==> config.mk <==
export PLATFORM = sky130hd
export DESIGN_NAME = lt_sequencer
export DESIGN_NICKNAME = d
export VERILOG_FILES = /design/src/rtl/lt_sequencer_pkg.sv /design/src/rtl/lt_sequencer_sync_edge.sv /design/src/rtl/lt_sequencer.sv
export SDC_FILE = /design/constraint.sdc
export NUM_CORES = 1
export LEC_CHECK = 0
export ABC_CLOCK_PERIOD_IN_PS = 2200
export CAP_MARGIN = 15
export CORE_MARGIN = 1.5
export CORE_UTILIZATION = 40
export DETAILED_ROUTE_END_ITERATION = 10
export GPL_ROUTABILITY_DRIVEN = 0
export GPL_TIMING_DRIVEN = 0
export PLACE_DENSITY = 0.68
export SLEW_MARGIN = 20
export SYNTH_ARGS = -nofsm -noshare
export SYNTH_HDL_FRONTEND = slang
export SYNTH_HIERARCHICAL = 1
export SYNTH_SLANG_ARGS = --single-unit
==> constraint.sdc <==
create_clock -name clk27 -period 2.2 [get_ports clk27]
set_input_delay 0.33 -clock clk27 [delete_from_list [all_inputs] [get_ports clk27]]
set_output_delay 0.33 -clock clk27 [all_outputs]
set_load 0.01 [all_outputs]
==> src/rtl/lt_sequencer_pkg.sv <==
// Shared constants and types for the latency-tester sequencer.
// Box positions, result error codes, FSM encoding and the result payload.
package lt_sequencer_pkg;

    localparam int unsigned MODE_W = 2;
    localparam int unsigned ERR_W  = 2;
    localparam int unsigned LAT_W  = 16;

    localparam logic [MODE_W-1:0] LT_POS_NONE        = 2'd0;
    localparam logic [MODE_W-1:0] LT_POS_TOPLEFT     = 2'd1;
    localparam logic [MODE_W-1:0] LT_POS_CENTER      = 2'd2;
    localparam logic [MODE_W-1:0] LT_POS_BOTTOMRIGHT = 2'd3;

    localparam logic [ERR_W-1:0] LT_ERR_OK       = 2'd0;
    localparam logic [ERR_W-1:0] LT_ERR_TIMEOUT  = 2'd1;
    localparam logic [ERR_W-1:0] LT_ERR_DARK_LIT = 2'd2;

    typedef enum logic [1:0] {
        ST_IDLE    = 2'd0,
        ST_DARK    = 2'd1,
        ST_MEASURE = 2'd2,
        ST_HOLD    = 2'd3
    } lt_state_e;

    typedef struct packed {
        logic [LAT_W-1:0] lat;
        logic [ERR_W-1:0] err;
        logic             valid;
    } lt_result_t;

endpackage

==> src/rtl/lt_sequencer_sync_edge.sv <==
// Photodiode 2-FF synchronizer and frame-start (VSYNC falling edge) detector.
// Flops reset high: sensor reads dark and vsync idles inactive-high.
module lt_sync_edge (
    input  logic clk27,
    input  logic reset,
    input  logic sensor_n,
    input  logic vsync_in,
    output logic lit_c,
    output logic vs_fall_c
);

    logic sens_meta;
    logic sens_sync;
    logic vs_q;

    always_ff @(posedge clk27 or posedge reset) begin
        if (reset) begin
            sens_meta <= 1'b1;
            sens_sync <= 1'b1;
            vs_q      <= 1'b1;
        end else begin
            sens_meta <= sensor_n;
            sens_sync <= sens_meta;
            vs_q      <= vsync_in;
        end
    end

    assign lit_c     = ~sens_sync;
    assign vs_fall_c = vs_q & ~vsync_in;

endmodule

==> src/rtl/lt_sequencer.sv <==
// Latency-tester sequencer: drives the pattern generator frame-aligned and
// measures white-box-to-photodiode latency in microseconds.
module lt_sequencer
    import lt_sequencer_pkg::*;
#(
    parameter int unsigned DARK_FRAMES = 2,
    parameter int unsigned HOLD_FRAMES = 2,
    parameter int unsigned US_DIV      = 27
) (
    input  logic              clk27,
    input  logic              reset,
    input  logic              start,
    input  logic [MODE_W-1:0] mode_sel,
    input  logic              vsync_in,
    input  logic              sensor_n,
    output logic              lt_active,
    output logic [MODE_W-1:0] lt_mode,
    output logic              busy,
    output logic [LAT_W-1:0]  result_lat,
    output logic              result_valid,
    output logic [ERR_W-1:0]  result_err
);

    localparam int unsigned FRAME_MAX = (DARK_FRAMES > HOLD_FRAMES) ? DARK_FRAMES : HOLD_FRAMES;
    localparam int unsigned FRAME_W   = $clog2(FRAME_MAX + 1);
    localparam int unsigned PRESC_W   = $clog2(US_DIV + 1);

    logic lit_c;
    logic vs_fall_c;
    logic wrap_c;

    lt_state_e           state_q, state_d;
    logic [FRAME_W-1:0]  frame_q, frame_d;
    logic [PRESC_W-1:0]  presc_q, presc_d;
    logic [LAT_W-1:0]    lat_cnt_q, lat_cnt_d;
    logic [MODE_W-1:0]   mode_q, mode_d;
    logic [MODE_W-1:0]   lt_mode_d;
    lt_result_t          res_q, res_d;

    lt_sync_edge u_sync_edge (
        .clk27     (clk27),
        .reset     (reset),
        .sensor_n  (sensor_n),
        .vsync_in  (vsync_in),
        .lit_c     (lit_c),
        .vs_fall_c (vs_fall_c)
    );

    always_ff @(posedge clk27 or posedge reset) begin
        if (reset) begin
            state_q   <= ST_IDLE;
            frame_q   <= '0;
            presc_q   <= '0;
            lat_cnt_q <= '0;
            mode_q    <= LT_POS_NONE;
            res_q     <= '0;
            lt_active <= 1'b0;
            busy      <= 1'b0;
            lt_mode   <= LT_POS_NONE;
        end else begin
            state_q   <= state_d;
            frame_q   <= frame_d;
            presc_q   <= presc_d;
            lat_cnt_q <= lat_cnt_d;
            mode_q    <= mode_d;
            res_q     <= res_d;
            lt_active <= (state_d != ST_IDLE);
            busy      <= (state_d != ST_IDLE);
            lt_mode   <= lt_mode_d;
        end
    end

    // Next-state, counters and result capture
    always_comb begin
        state_d   = state_q;
        frame_d   = frame_q;
        presc_d   = presc_q;
        lat_cnt_d = lat_cnt_q;
        mode_d    = mode_q;
        res_d     = res_q;
        wrap_c    = (presc_q == PRESC_W'(US_DIV - 1));

        case (state_q)
            ST_IDLE: begin
                if (start && (mode_sel != LT_POS_NONE)) begin
                    mode_d      = mode_sel;
                    res_d.valid = 1'b0;
                    res_d.err   = LT_ERR_OK;
                    frame_d     = FRAME_W'(DARK_FRAMES);
                    state_d     = ST_DARK;
                end
            end
            ST_DARK: begin
                if (vs_fall_c) begin
                    if (frame_q <= FRAME_W'(1)) begin
                        if (lit_c) begin
                            res_d.err = LT_ERR_DARK_LIT;
                            res_d.lat = '0;
                            frame_d   = FRAME_W'(HOLD_FRAMES);
                            state_d   = ST_HOLD;
                        end else begin
                            presc_d   = '0;
                            lat_cnt_d = '0;
                            state_d   = ST_MEASURE;
                        end
                    end else begin
                        frame_d = frame_q - FRAME_W'(1);
                    end
                end
            end
            ST_MEASURE: begin
                // Detection takes priority over the tick and the timeout
                if (lit_c) begin
                    res_d.lat = lat_cnt_q;
                    res_d.err = LT_ERR_OK;
                    frame_d   = FRAME_W'(HOLD_FRAMES);
                    state_d   = ST_HOLD;
                end else if (wrap_c) begin
                    presc_d = '0;
                    if (lat_cnt_q == '1) begin
                        res_d.lat = '1;
                        res_d.err = LT_ERR_TIMEOUT;
                        frame_d   = FRAME_W'(HOLD_FRAMES);
                        state_d   = ST_HOLD;
                    end else begin
                        lat_cnt_d = lat_cnt_q + LAT_W'(1);
                    end
                end else begin
                    presc_d = presc_q + PRESC_W'(1);
                end
            end
            ST_HOLD: begin
                if (vs_fall_c) begin
                    if (frame_q <= FRAME_W'(1)) begin
                        frame_d     = '0;
                        res_d.valid = 1'b1;
                        state_d     = ST_IDLE;
                    end else begin
                        frame_d = frame_q - FRAME_W'(1);
                    end
                end
            end
            default: state_d = ST_IDLE;
        endcase

        // Box shown only from MEASURE onward; HOLD keeps whatever was showing
        case (state_d)
            ST_MEASURE: lt_mode_d = mode_q;
            ST_HOLD:    lt_mode_d = lt_mode;
            default:    lt_mode_d = LT_POS_NONE;
        endcase
    end

    assign result_lat   = res_q.lat;
    assign result_err   = res_q.err;
    assign result_valid = res_q.valid;

endmodule

==> run summary <==
Most Crowded Layer GR -> met2
final setup TNS -> 0 ns
Critical Path Sink Type -> flop
vias in the first global route -> 2033
Final Core Density -> 53.88%
DP Worst Slack -> -0.4267 ns
Synth Instances -> 234
ANT cells -> 0
Leakage -> 1.350 nW
CTS buffer count -> 5
worst hold slack -> 0.3593 ns
Worst IR Drop VDD -> 0.5902 mV
synth top area cells -> dfrtp_1 49%, a221o_1 4.0%, o21ai_0 3.8%
GRT overflow -> 0
Fill cells -> 502
final setup margin -> 0.05515 ns
Fin. Hold Viols -> 0
Die ar. -> 0.006756 sq mm
Post-Synth Adder-Cell Area -> 1.496%
skew final -> 0.01310 ns
ys flop type -> dfrtp_1
met1 usage -> 24.65%
Tcrit/Tclk final -> 97.49%
via count -> 2108
Max-slew headroom -> 59.03%
post-layout min period -> 2.145 ns
crit path kind -> reg -> reg
worst hold start -> u_sync_edge/sens_meta$_DFF_PP1_
Synth Area in Compound Gates -> 19.80%
Worst Setup Start Kind -> flop
capture point of the worst reg-to-reg path -> lat_cnt_q[11]$_DFFE_PP0P_
grt met3 use -> 2.967%
Worst Hold End -> u_sync_edge/sens_sync$_DFF_PP1_
top-level I/O count -> 30
top cells by count, synth -> 49 x dfrtp_1, 19 x o21ai_0, 17 x nor2_1
f_max -> 466.2 MHz
Avg Cell Area, Syn -> 10.72 sq um
Crit-path slowest cell -> dfstp_2
clock latency on the worst-skew pair -> 0.31 ns
clk sinks -> 52
Yosys top cell by area -> dfrtp_1
reg2reg start -> u_sync_edge/sens_sync$_DFF_PP1_
die outline height -> 82.20 microns
critical path, cell by cell -> inv_1 -> nor3b_4 -> o2bb2ai_4 -> o21ai_2 -> or4_1 -> a21oi_1
final cell count without fillers -> 361
final setup vio count -> 0
Synth Area in Simple Gates -> 18.25%
drt via density -> 5.839
DP HPWL -> 3981 microns
Initial DRC Count -> 143
Final Max Tran Viols -> 0
register bit total from synthesis -> 52
largest net degree at the start of global routing -> 27
placed insts -> 339
Post-synth EDFFs -> 0
CTS tree -> yes
Max H-tree Level -> 2
Port Buffers -> 29
Root Buffer -> clkbuf_8
layout cell share with drive strength beyond 1 -> 18.88%
PD cells -> 867.7 mW/mm^2
Die W -> 82.20 microns
Worst-Margin Slew -> 0.6081 ns
GR Util met2 -> 31.14%
count leader, synth -> dfrtp_1
Area Overhead vs Synth -> 28.68%
WL final -> 5920 microns
synth unique cells -> 55
DRC viols -> 0
Synth Area in XOR/XNOR -> 3.840%
Synth Warn # -> 6
Max clock buf depth -> 2
nets@finish -> 295
top-area cell type share of the netlist area -> 48.88%
initial antenna violation count -> 0
Syn Nets -> 244
core area -> 0.005991 sq mm
max_cap viols -> 0
initial core utilization -> 41.88%
worst hold path type -> reg -> reg
status -> finished, final reports clean
routed len/inst -> 16.40 microns
sequential fraction of the synthesis area -> 52.02%
WP data required -> 2.44 ns
WHS Path Cells -> 0
crit-path max cell delay -> 0.53 ns
Arrival @ worst endpoint -> 2.38 ns
mux cell area share after synthesis -> 1.297%
Cell Rows -> 28
Final ANT Viol Nets -> 0
CP Max Fanout -> 10
Clock Pin Slew Worst Setup and Hold Paths -> 0.10 ns
largest family of logic cells by synthesized area -> compound AO/OA/AOI/OAI gates
first-pass GRT wire length -> 9618 microns
reg2reg setup slack -> 0.06 ns
asr flop ratio synth -> 100.0%
Synth Cell Area -> 0.002509 sq mm
RSZ-0062 raised after global routing -> yes
R2R depth -> 6
GRT Total Usage -> 18.82%
drt first pass iters -> 4
-- state kept, by name, summed over array words and instances (netlist names) --
| name | cells |
|---|---|
| lat_cnt_q | 16 |
| result_lat | 16 |
| presc_q | 5 |
| frame_q | 2 |
| lt_mode | 2 |
| mode_q | 2 |
| result_err | 2 |
| state_q | 2 |
| busy | 1 |
| result_valid | 1 |
| u_sync_edge/sens_meta | 1 |
| u_sync_edge/sens_sync | 1 |
| u_sync_edge/vs_q | 1 |
-- worst max-delay path by stage --
stage,slack (ns),end,from,cells past startpoint
global route,-0.06,lat_cnt_q[11]$_DFFE_PP0P_,u_sync_edge/sens_sync$_DFF_PP1_,6
global placement,-0.37,lat_cnt_q[13]$_DFFE_PP0P_,vsync_in,7
floorplan,0.09,result_lat[0]$_DFFE_PP0P_,lat_cnt_q[0]$_DFFE_PP0P_,7
finish,0.06,lat_cnt_q[11]$_DFFE_PP0P_,u_sync_edge/sens_sync$_DFF_PP1_,6
CTS,0.01,result_lat[7]$_DFFE_PP0P_,lat_cnt_q[11]$_DFFE_PP0P_,6
detailed placement,-0.43,lat_cnt_q[11]$_DFFE_PP0P_,vsync_in,7
-- placed cells by master (no fill, tap or decap), drive strengths merged, types with 5 or more instances in the layout --
master | Yosys | layout
dfrtp | 49 | 49
nand4 | 5 | 5
or4 | 5 | 5
or3 | 6 | 6
clkbuf | 8 | 13
nand2 | 15 | 15
inv | 12 | 12
nand3 | 7 | 7
nor2 | 17 | 17
o21ai | 21 | 21
clkdlybuf4s50 | 0 | 29
buf | 1 | 18
xor2 | 7 | 7
a21oi | 10 | 10
a2bb2oi | 7 | 7
a221o | 10 | 10
-- stage by stage --
stage	area [sq um]	power, mW
after floorplan	2509	1.810
after global placement	2893	2.142
after detailed placement	2913	2.182
after CTS	3146	2.798
after global routing	3228	2.965
final	3228	2.801
-- logic make-up (layout without fill, tap and decap cells) --
family	Yosys count	after routing
buffers and inverters	21	73
adder cells (fa/ha/maj)	3	3
flip-flops	52	52
XOR/XNOR	11	11
AND/OR/NAND/NOR	76	76
AO/OA/AOI/OAI	68	68
multiplexers	3	3
-- power by group --
group | internal, mW | switching [mW] | leakage (nW)
combinational | 0.484 | 0.467 | 0.635
sequential | 1.15 | 0.137 | 0.671
clock | 0.256 | 0.311 | 0.0445
-- repair_timing --
action,4_1_cts,5_1_grt
hold buffers,0,0
cloned,0,1
pin swaps,6,6
gates resized for setup,10,8
setup endpoints to repair,27,31
buffers inserted,11,4
-- routing by layer --
metal  wire, microns  up-vias
met4              74        0
met5               0        -
met2            2916       57
met1            2711     1067
li1                -      978
met3             217        6
-- worst max-delay path, delay by kind of cell, from the launching register on --
| family | cells | cell delay (ns) |
|---|---|---|
| buffers and inverters | 1 | 0.19 |
| AND/OR/NAND/NOR | 2 | 0.83 |
| flip-flops | 1 | 0.53 |
| AO/OA/AOI/OAI | 3 | 0.54 |
-- area by class of cell --
type / count / area (sq um) / share of cell area [%]
clock inverters: 1 / 7.507 / 0.2326
well taps: 75 / 93.84 / 2.907
clock buffers: 7 / 86.33 / 2.674
repair buffers: 46 / 446.7 / 13.84
inverters: 12 / 45.04 / 1.395
flip-flops and latches: 52 / 1309 / 40.54
multi-input cells: 161 / 1210 / 37.48
plain buffers: 7 / 30.03 / 0.9302
Note: power is estimated with default switching activity, not from simulation.
